[src/rtl/lsu_pkg.sv]
// Shared types and constants for the load/store unit: size encodings, FSM states and
// byte-lane masks.
package lsu_pkg;

  typedef enum logic [1:0] {
    SizeByte = 2'b00,
    SizeHalf = 2'b01,
    SizeWord = 2'b10,
    SizeRsvd = 2'b11
  } lsu_size_e;

  typedef enum logic [1:0] {
    StIdle = 2'b00,
    StWait = 2'b01,
    StResp = 2'b10
  } lsu_state_e;

  localparam logic [3:0] BeByte   = 4'b0001;
  localparam logic [3:0] BeHalfLo = 4'b0011;
  localparam logic [3:0] BeHalfHi = 4'b1100;
  localparam logic [3:0] BeWord   = 4'b1111;

endpackage

[src/rtl/lsu_align.sv]
// Combinational lane logic: store byte enables and data replication, load extraction and
// extension, and alignment fault detection.
module lsu_align
  import lsu_pkg::*;
(
  input  logic [1:0]  size,
  input  logic [1:0]  offset,
  input  logic        is_unsigned,
  input  logic [31:0] wdata,
  input  logic [31:0] rdata,
  output logic [3:0]  be,
  output logic [31:0] lane_wdata,
  output logic [31:0] load_data,
  output logic        misalign
);

  logic [31:0] shifted;

  always_comb begin
    shifted    = rdata >> {offset, 3'b000};
    be         = BeWord;
    lane_wdata = wdata;
    load_data  = shifted;
    misalign   = 1'b0;
    case (size)
      SizeByte: begin
        be         = BeByte << offset;
        lane_wdata = {4{wdata[7:0]}};
        load_data  = is_unsigned ? {24'b0, shifted[7:0]} : {{24{shifted[7]}}, shifted[7:0]};
      end
      SizeHalf: begin
        be         = offset[1] ? BeHalfHi : BeHalfLo;
        lane_wdata = {2{wdata[15:0]}};
        load_data  = is_unsigned ? {16'b0, shifted[15:0]} : {{16{shifted[15]}}, shifted[15:0]};
        misalign   = offset[0];
      end
      SizeWord: misalign = |offset;
      default:  misalign = 1'b1;
    endcase
  end

endmodule

[src/rtl/lsu.sv]
// Load/store unit: single outstanding data-memory access with aligned lanes and writeback.
// Define LSU_TIMEOUT_EN to abort accesses that see no ack within TIMEOUT_CYCLES.
module lsu
  import lsu_pkg::*;
#(
  parameter int unsigned TIMEOUT_CYCLES = 255
) (
  input  logic        clk,
  input  logic        rst,
  input  logic        req_valid,
  input  logic        req_store,
  input  logic        req_unsigned,
  input  logic [1:0]  req_size,
  input  logic [31:0] req_addr,
  input  logic [31:0] req_wdata,
  input  logic [4:0]  req_rd,
  output logic        busy,
  output logic        dmem_req,
  output logic        dmem_we,
  output logic [31:0] dmem_addr,
  output logic [3:0]  dmem_be,
  output logic [31:0] dmem_wdata,
  input  logic        dmem_ack,
  input  logic [31:0] dmem_rdata,
  output logic        wb_valid,
  output logic [4:0]  wb_rd,
  output logic [31:0] wb_data,
  output logic        misalign,
  output logic        timeout
);

  if (TIMEOUT_CYCLES == 0) begin : g_param_check
    $error("TIMEOUT_CYCLES must be non-zero");
  end

  lsu_state_e  state_q, state_d;
  logic [1:0]  size_q, offset_q;
  logic        unsigned_q, dmem_we_q, wb_valid_q, misalign_q;
  logic [4:0]  rd_q, wb_rd_q;
  logic [3:0]  dmem_be_q, lane_be;
  logic [31:0] dmem_addr_q, dmem_wdata_q, wb_data_q, lane_wdata, load_data;
  logic [1:0]  sel_size, sel_offset;
  logic        idle, sel_unsigned, lane_fault, accept, fault, load_done, expire;

  // One aligner serves both directions: request operands while idle, captured ones after.
  assign idle         = (state_q == StIdle);
  assign sel_size     = idle ? req_size : size_q;
  assign sel_offset   = idle ? req_addr[1:0] : offset_q;
  assign sel_unsigned = idle ? req_unsigned : unsigned_q;

  lsu_align u_align (
    .size        (sel_size),
    .offset      (sel_offset),
    .is_unsigned (sel_unsigned),
    .wdata       (req_wdata),
    .rdata       (dmem_rdata),
    .be          (lane_be),
    .lane_wdata  (lane_wdata),
    .load_data   (load_data),
    .misalign    (lane_fault)
  );

  assign accept    = idle & req_valid & ~lane_fault;
  assign fault     = idle & req_valid & lane_fault;
  assign load_done = (state_q == StWait) & dmem_ack & ~dmem_we_q;

`ifdef LSU_TIMEOUT_EN
  logic [31:0] cnt_q;
  logic        timeout_q;

  assign expire  = (state_q == StWait) & ~dmem_ack & (cnt_q == TIMEOUT_CYCLES - 1);
  assign timeout = timeout_q;

  always_ff @(posedge clk or posedge rst) begin
    if (rst) begin
      cnt_q     <= '0;
      timeout_q <= 1'b0;
    end else begin
      timeout_q <= expire;
      if (accept) begin
        cnt_q <= '0;
      end else if (state_q == StWait) begin
        cnt_q <= cnt_q + 32'd1;
      end
    end
  end
`else
  assign expire  = 1'b0;
  assign timeout = 1'b0;
`endif

  always_comb begin
    state_d = state_q;
    case (state_q)
      StIdle: if (accept) state_d = StWait;
      StWait: begin
        if (dmem_ack) begin
          state_d = dmem_we_q ? StIdle : StResp;
        end else if (expire) begin
          state_d = StIdle;
        end
      end
      StResp:  state_d = StIdle;
      default: state_d = StIdle;
    endcase
  end

  always_ff @(posedge clk or posedge rst) begin
    if (rst) begin
      state_q      <= StIdle;
      size_q       <= '0;
      offset_q     <= '0;
      unsigned_q   <= 1'b0;
      rd_q         <= '0;
      dmem_we_q    <= 1'b0;
      dmem_be_q    <= '0;
      dmem_addr_q  <= '0;
      dmem_wdata_q <= '0;
      wb_valid_q   <= 1'b0;
      wb_rd_q      <= '0;
      wb_data_q    <= '0;
      misalign_q   <= 1'b0;
    end else begin
      state_q    <= state_d;
      misalign_q <= fault;
      wb_valid_q <= load_done & (rd_q != 5'd0);
      if (accept) begin
        size_q       <= req_size;
        offset_q     <= req_addr[1:0];
        unsigned_q   <= req_unsigned;
        rd_q         <= req_rd;
        dmem_we_q    <= req_store;
        dmem_be_q    <= lane_be;
        dmem_addr_q  <= {req_addr[31:2], 2'b00};
        dmem_wdata_q <= lane_wdata;
      end
      // Writeback regs only move when wb_valid rises, so they hold otherwise.
      if (load_done && rd_q != 5'd0) begin
        wb_rd_q   <= rd_q;
        wb_data_q <= load_data;
      end
    end
  end

  assign busy       = ~idle;
  assign dmem_req   = (state_q == StWait);
  assign dmem_we    = dmem_we_q;
  assign dmem_addr  = dmem_addr_q;
  assign dmem_be    = dmem_be_q;
  assign dmem_wdata = dmem_wdata_q;
  assign wb_valid   = wb_valid_q;
  assign wb_rd      = wb_rd_q;
  assign wb_data    = wb_data_q;
  assign misalign   = misalign_q;

endmodule

[config.mk]
export PLATFORM = sky130hd
export DESIGN_NAME = lsu
export DESIGN_NICKNAME = d
export VERILOG_FILES = /design/src/rtl/lsu_pkg.sv /design/src/rtl/lsu_align.sv /design/src/rtl/lsu.sv
export SDC_FILE = /design/constraint.sdc
export NUM_CORES = 1
export LEC_CHECK = 0
export ABC_AREA = 0
export CAP_MARGIN = 40
export CORE_MARGIN = 2
export CORE_UTILIZATION = 44
export DETAILED_ROUTE_END_ITERATION = 6
export HOLD_SLACK_MARGIN = 0.08
export PLACE_DENSITY = 0.83
export SKIP_LAST_GASP = 1
export SLEW_MARGIN = 25
export SYNTH_ARGS = -nofsm -noshare
export SYNTH_HDL_FRONTEND = slang
export SYNTH_SLANG_ARGS = --single-unit
[constraint.sdc]
create_clock -name clk -period 4.9 [get_ports clk]
set_input_delay 0.98 -clock clk [delete_from_list [all_inputs] [get_ports clk]]
set_output_delay 0.98 -clock clk [all_outputs]
set_load 0.1 [all_outputs]
==> results of run 1 <==
-- cell usage in the layout (no fill, tap or decap), types with 2 or more instances in the layout --
cell type	n
clkdlybuf4s50_1	216
dfrtp_1	118
mux2_2	83
buf_8	76
nand2_1	42
buf_16	32
mux2_4	20
mux2i_1	19
nor2_1	18
a21oi_1	18
clkbuf_16	17
o21ai_0	15
o221ai_1	8
a22oi_1	8
buf_4	8
mux4_2	7
a221oi_1	7
clkinv_2	5
nand3_1	4
and2_1	4
clkbuf_8	4
conb_1	3
bufinv_16	3
inv_2	2
mux2i_4	2
inv_1	2
a31oi_1	2
nor2b_1	2
nor3_1	2
clkbuf_1	2
buf_12	2
-- sequential cells by signal (all words and copies together), names as in the netlist --
name,flops
dmem_we,1
size_q,2
misalign,1
dmem_wdata,32
wb_data,32
offset_q,2
state_q,2
dmem_be,4
rd_q,5
wb_rd,5
dmem_addr,30
wb_valid,1
unsigned_q,1
-- worst max-delay path, delay by kind of cell --
kind,cells,cell delay (ns)
AOI/OAI and AO/OA,2,0.76
buffers and inverters,1,0.53
muxes,1,0.41
and+or+nand+nor,2,0.96
-- worst min path at each step --
stage / startpoint / to / slack [ns] / depth (start not counted)
final: wb_data[4] / wb_data[4] / 0.48 / 2
after global routing: wb_data[4] / wb_data[4] / 0.49 / 2
after CTS: wb_data[4] / wb_data[4] / 0.48 / 2
after detailed placement: wb_data[4] / wb_data[4] / 0.46 / 2
after global placement: wb_rd[4] / wb_rd[4] / 0.46 / 2
after floorplan: rd_q[4] / wb_rd[4] / 0.45 / 2
-- cell usage after synthesis (2+ instances only) --
cell type	count
dfrtp_1	118
mux2i_1	20
o21ai_0	15
mux2_2	83
mux2_4	20
buf_8	2
inv_1	3
nor3_1	2
nand3_1	4
buf_6	3
nand2_1	42
a31oi_1	2
a21oi_1	18
and2_1	4
mux4_2	7
inv_2	2
clkbuf_1	6
o21ai_2	2
nor2_1	18
a22oi_1	8
nor2b_1	2
o221ai_1	8
buf_2	7
buf_4	9
a221oi_1	7
-- final cells by class --
type                            instances  area share, %
Timing Repair Buffer                  334           40.5
Sequential cell                       118           27.9
Multi-Input combinational cell        286           23.7
Clock buffer                           23           4.61
Tap cell                              172           2.03
Clock inverter                          9           1.16
Inverter                                5          0.201
-- kinds of logic (layout without fill, tap and decap cells) --
| group | after synthesis | after routing | synth area share [%] |
|---|---|---|---|
| flip-flops | 118 | 118 | 52.3 |
| multiplexers | 131 | 131 | 28.6 |
| AO/OA/AOI/OAI | 71 | 71 | 8.65 |
| buffers and inverters | 33 | 371 | 3.75 |
| AND/OR/NAND/NOR | 81 | 81 | 6.59 |
| other | 1 | 3 | 0.0665 |
-- metrics by stage --
step                util (%)  area [µm²]  instances  hold WS (ns)  worst slack (ns)
detailed placement      79.3        9970        914         0.463              1.09
global placement        63.3        7950        806         0.463              1.24
global route            84.3       10600        947         0.492              1.38
CTS                     84.2       10600        946         0.476              1.53
finish                  84.3       10600        947         0.475              1.49
floorplan                  -        5650        437         0.448             0.791
-- per-layer routing --
metal  vias up  track usage (%)
met1      2564             34.4
met5         -                0
met2       328             58.2
li1       2235                -
met4         2             13.8
met3        63             8.60
==> run summary, run 1 <==
First-pass GRT wire length - 32,100 µm
Initial antenna violation count - 1
Vias in the first global route - 5,813
Max cap viols - 0
Final Cycle Share - 69.6%
Layout Nets - 871
Starting density of the core - 44.9%
Met3 WL - 1660 µm
Ys Warns - 0
Setup Fix Bufs, Post-CTS - 0
CP Capture Point - wb_data[11]
Die Span Y - 117 µm
Worst skew pair latency - 0.41 ns
Initial drt markers - 384
Post-Synthesis Cells - 435
Startpoint Class - input port
RR Endpoint - dmem_wdata[14]
Unrepaired setup endpoints after global routing - false
Fin. Hold Viols - 0
Area taken by multi-input logic gates - 0.00251 mm²
Total CTS buffers - 17
Post-synth ARST share - 100%
Root buffer cell - clkbuf_16
Worst Reg-to-Reg Cells - 7
Hold buffers post-CTS - 0
Synth Register Bits - 118
Ys flop type - dfrtp_1
Synth area leader - dfrtp_1
Filler cell count - 595
FF+latch area - 0.00295 mm²
Final GP Congestion - 0.889
DRT met1 WL - 7160 µm
Largest net degree at the start of global routing - 53
Slew @ Worst Pin - 0.754 ns
Crit Path Class - in -> reg
Final TNS setup - 0 ns
All-Layer GR Usage - 31.8%
CP required - 5.14 ns
Worst r2r src - state_q[0]
Synth Area per Inst - 13.0 µm²
Routed Wire Length - 21,200 µm
Wirelength per Cell - 22.4 µm
Die Area - 0.0137 mm²
Die X - 117 µm
F_max - 293 MHz
# setup viols final - 0
Post-cts gate resize count - 0
Mean number of vias per cell - 5.48
Crit path DAT - 3.65 ns
Worst-path fanout max - 14
Post-DP HPWL - 15,400 µm
TritonCTS Sinks - 118
Final Skew - 0.00796 ns
DR vias - 5,192
Pre-Repair DR Iteration Count - 5
CTS max path bufs - 2
CTS clk-pin slew, worst paths - 0.05 ns
Unique masters post-synth - 48
Post-synth EDFFs - 0
Hold crit path type - reg -> reg
Post-synth top area share - 52.3%
Area growth syn-to-layout - 87.7%
Crit-path max cell delay - 0.57 ns
Remaining DRCs - 0
Tmin final - 3.41 ns
CTS tree - done
Status - finished clean
Rows - 41
CP Cell Sequence - clkdlybuf4s50_1 > or3b_4 > nand2_1 > mux2_2 > o211ai_1 > a21oi_1
Crit path from - req_addr[1]
WL met2 - 11,600 µm
Ports - 220
Crit-path slowest cell - o211ai_1
Core area - 0.0126 mm²
Top layer in use - met5
Remaining Overflow, GRT - 0
Final Slew Violations - 0
Port Buffers - 216
CP Capture Type - register
H-tree depth - 4
Detail Route Antenna Nets - 0
Layout cells sized above 1 - 34.8%
Antenna cell count - 0
Cells taking the most area after synthesis - dfrtp_1 52%, mux2_2 17%, mux2_4 5.3%
Register area share after synthesis - 52.3%
Mapped cell area - 0.00564 mm²
Reg2reg setup slack - 1.81 ns
Max-slew headroom - 48.7%
Power of run 1 is left out: the tool's default activity adds up to more than one toggle a clock period on the data nets, which glitch-free logic cannot reach.
==> inputs of run 2 (changes only) <==
==> constraint.sdc (replaced) <==
create_clock -name clk -period 3.18 [get_ports clk]
set_input_delay 0.636 -clock clk [delete_from_list [all_inputs] [get_ports clk]]
set_output_delay 0.636 -clock clk [all_outputs]
set_load 0.1 [all_outputs]
==> run 2 against run 1 <==
Against the previous run: register-to-register slack got worse by 1.2 ns; sequential share of layout area increased by 7.5 points; worst setup slack got worse by 0.89 ns; hold slack better by 0.0057 ns; global-route usage decreased by 8.0 points; die area did not move; critical path depth up 1; largest cell class is now flip-flops and latches; first-iteration DRC count down 24%; core utilization down 18 points.
==> run summary, run 2 (synthesis gave the netlist of run 1 again) <==
CP Capture Type - register
Most frequent cells in the layout - 122 x buf_4, 118 x dfrtp_1, 108 x clkdlybuf4s50_1
Initial antenna violation count - 0
RR Endpoint - wb_data[18]
Tmin final - 2.58 ns
Final Cycle Share - 81.0%
Commonest non-fill, non-tap cell in the layout - buf_4
Fin. Hold Viols - 0
TritonCTS Sinks - 118
Final Slew Violations - 0
Worst-path fanout max - 54
Startpoint Class - input port
Min Hold Slack - 0.481 ns
Post-cts gate resize count - 0
Pre-Repair DR Iteration Count - 4
Setup Fix Bufs, Post-CTS - 0
Vias in the first global route - 4,854
CTS clk-pin slew, worst paths - 0.05 ns
FF+latch area - 0.00295 mm²
Post-DP HPWL - 11,900 µm
Largest net degree at the start of global routing - 80
Core Util, Final - 66.4%
Layout Nets - 769
Remaining DRCs - 0
Total CTS buffers - 17
Ports - 220
# setup viols final - 0
Remaining Overflow, GRT - 0
Crit Path Class - in -> reg
Worst Reg-to-Reg Cells - 7
Hold EP - wb_data[0]
CP required - 3.46 ns
Filler cell count - 941
Antenna cell count - 0
Initial drt markers - 292
First-pass GRT wire length - 24,700 µm
Hold buffers post-CTS - 0
Area taken by multi-input logic gates - 0.00251 mm²
Final Skew - 0.00542 ns
Wirelength per Cell - 19.1 µm
Die Area - 0.0137 mm²
All-Layer GR Usage - 23.8%
Mean number of vias per cell - 5.35
Post-Place Cells - 812
Rows - 41
Hold crit path type - reg -> reg
Crit path DAT - 2.86 ns
Worst hold path depth - 2
HP Start - wb_data[0]
Worst r2r src - state_q[0]
CTS tree - done
Max-slew headroom - 54.1%
Status - finished clean
F_max - 388 MHz
Routed Wire Length - 16,100 µm
Non-Filler Instances - 845
Starting density of the core - 44.9%
Max cap viols - 0
Final GP Congestion - 0.853
Detail Route Antenna Nets - 0
Area growth syn-to-layout - 47.9%
Core area - 0.0126 mm²
Unrepaired setup endpoints after global routing - false
CTS max path bufs - 2
Port Buffers - 216
Root buffer cell - clkbuf_16
Die Span Y - 117 µm
H-tree depth - 4
Slew @ Worst Pin - 0.688 ns
Die X - 117 µm
Worst skew pair latency - 0.40 ns
DR vias - 4,522
Reg2reg setup slack - 0.62 ns
Layout cells sized above 1 - 41.0%
Final TNS setup - 0 ns
-- run 2: area by class of cell --
class                      instances  area share (%)
multi-input combinational        286            30.0
clock inverter                     9            1.47
inverter                           5           0.270
sequential                       118            35.4
timing repair buffer             232            24.4
clock buffer                      23            5.85
tap                              172            2.58
-- run 2: layer usage --
metal  vias to the layer above  GRT usage [%]  share of wire (%)
met2                       213           40.5                 50
met5                         -              0                  0
met3                        28           7.98                9.0
met4                         0           9.73                1.8
met1                      2249           27.7                 39
li1                       2032              -                  -
-- run 2: critical path: stages --
cell,delay (ns)
clkdlybuf4s50_1,0.46
or3b_4,0.27
and2_0,0.24
a21oi_4,0.10
o21ai_4,0.37
buf_12,0.35
mux2_2,0.38
-- run 2: worst max-delay path by stage --
stage                     start             to  slack (ns)  cells past startpoint
finish              req_addr[1]   dmem_addr[7]        0.60                      7
global route         state_q[0]    wb_data[21]        0.46                      7
CTS                 req_addr[1]   dmem_addr[7]        0.63                      7
detailed placement  req_addr[1]  dmem_wdata[8]        0.20                      7
global placement    req_addr[1]   dmem_addr[7]        0.29                      7
floorplan            state_q[0]       dmem_req        0.72                      1
-- run 2: through the flow --
| stage | area (µm²) | setup slack (ns) |
|---|---|---|
| 6_report | 8340 | 0.604 |
| 5_1_grt | 8340 | 0.463 |
| 4_1_cts | 8340 | 0.634 |
| 3_5_place_dp | 7730 | 0.198 |
| 3_3_place_gp | 7730 | 0.288 |
| 2_1_floorplan | 5650 | 0.716 |
Power of run 2 is left out for the same reason.
==> inputs of run 3 (changes only) <==
==> constraint.sdc (replaced) <==
create_clock -name clk -period 2.45 [get_ports clk]
set_input_delay 0.49 -clock clk [delete_from_list [all_inputs] [get_ports clk]]
set_output_delay 0.49 -clock clk [all_outputs]
set_load 0.1 [all_outputs]
==> run 3 against run 2 <==
Against the previous run: wire length up 1.7%; non-clock buffer count up 21; sequential share of layout area down 1.0 points; first-iteration DRC count up 9.6%; worst setup slack worse by 0.45 ns; clock-buffer cell count unchanged; hold slack worse by 0.0053 ns; die area unchanged; critical path depth unchanged; global-route usage up 0.13 points.
==> run summary, run 3 (synthesis gave the netlist of run 1 again) <==
Status - finished clean
Final Slew Violations - 0
Wirelength per Cell - 18.9 µm
Crit Path Class - reg -> reg
Initial antenna violation count - 0
Layout cells sized above 1 - 43.0%
Worst skew pair latency - 0.41 ns
Design area - 0.00859 mm²
Min Hold Slack - 0.476 ns
Initial drt markers - 320
Core Util, Final - 68.4%
Antenna cell count - 0
Max cap viols - 0
Unrepaired setup endpoints after global routing - false
Hold buffers post-CTS - 0
Fin. Hold Viols - 0
Dpl cell area - 0.00793 mm²
CP required - 2.74 ns
Worst-path fanout max - 15
Core area - 0.0126 mm²
F_max - 435 MHz
Final GP Congestion - 0.844
Area growth syn-to-layout - 52.2%
Final Cycle Share - 93.9%
Detail Route Antenna Nets - 0
Most frequent cells in the layout - 137 x buf_4, 118 x dfrtp_1, 108 x clkdlybuf4s50_1
Crit path DAT - 2.59 ns
Total CTS buffers - 17
Rows - 41
Port Buffers - 216
# setup viols final - 0
Mean number of vias per cell - 5.28
Startpoint Class - register
Hold crit path type - in -> async
Layout Nets - 790
Final TNS setup - 0 ns
Ports - 220
Tmin final - 2.30 ns
Starting density of the core - 44.9%
CTS clk-pin slew, worst paths - 0.06 ns
CTS max path bufs - 2
TritonCTS Sinks - 118
Commonest non-fill, non-tap cell in the layout - buf_4
First-pass GRT wire length - 24,700 µm
Die X - 117 µm
Slew @ Worst Pin - 0.665 ns
Largest net degree at the start of global routing - 42
CTS tree - done
Filler cell count - 913
CP Capture Type - register
Remaining Overflow, GRT - 0
H-tree depth - 4
Pre-Repair DR Iteration Count - 5
Post-DP HPWL - 12,300 µm
Routed Wire Length - 16,400 µm
DR vias - 4,568
All-Layer GR Usage - 24.0%
Die Span Y - 117 µm
Max-slew headroom - 55.7%
Die Area - 0.0137 mm²
Final Skew - 0.0116 ns
Root buffer cell - clkbuf_16
Remaining DRCs - 0
Vias in the first global route - 4,871
## run 3: layout make-up
| cell class | instances | area (µm²) | share of cell area, % |
|---|---|---|---|
| flip-flops and latches | 118 | 2950 | 34.4 |
| multi-input cells | 286 | 2510 | 29.2 |
| repair buffers | 253 | 2260 | 26.3 |
| clock buffers | 23 | 508 | 5.91 |
| well taps | 172 | 215 | 2.51 |
| clock inverters | 8 | 119 | 1.38 |
| inverters | 5 | 22.5 | 0.262 |
## run 3: timing repair
item	4_1_cts	5_1_grt
setup buffers	0	1
gates resized for setup	1	1
endpoints found under the setup margin	10	18
cloned	0	0
pin swaps	0	1
## run 3: through the flow
stage	std cells	setup WS (ns)
finish	865	0.150
global route	865	0.00849
CTS	864	0.131
detailed placement	833	-0.185
global placement	833	-0.162
floorplan	437	0.0316
## run 3: critical path: stages (launching register included)
cell and delay, ns:
dfrtp_1 0.44, nor2_4 0.31, inv_2 0.11, mux2i_4 0.25, a21oi_4 0.10, o21ai_4 0.31
buf_4 0.30, mux2_2 0.36
## run 3: routing by layer
layer,routed length [µm],GRT usage (%)
met1,6250,28.1
met2,8380,40.4
met3,1630,9.22
met4,117,8.16
met5,0,0
## run 3: worst paths after layout
path	startpoint	endpoint	slack, ns	depth (start not counted)
worst min-delay path	rst	dmem_wdata[19]	0.48	2
worst max register to register	state_q[0]	dmem_wdata[6]	0.15	7
worst min register to register	wb_data[3]	wb_data[3]	0.48	2
max in group asynchronous	rst	dmem_we	1.33	3
worst max-delay path	state_q[0]	dmem_wdata[6]	0.15	7
min in group clk	wb_data[3]	wb_data[3]	0.48	2
Power of run 3 is left out for the same reason.
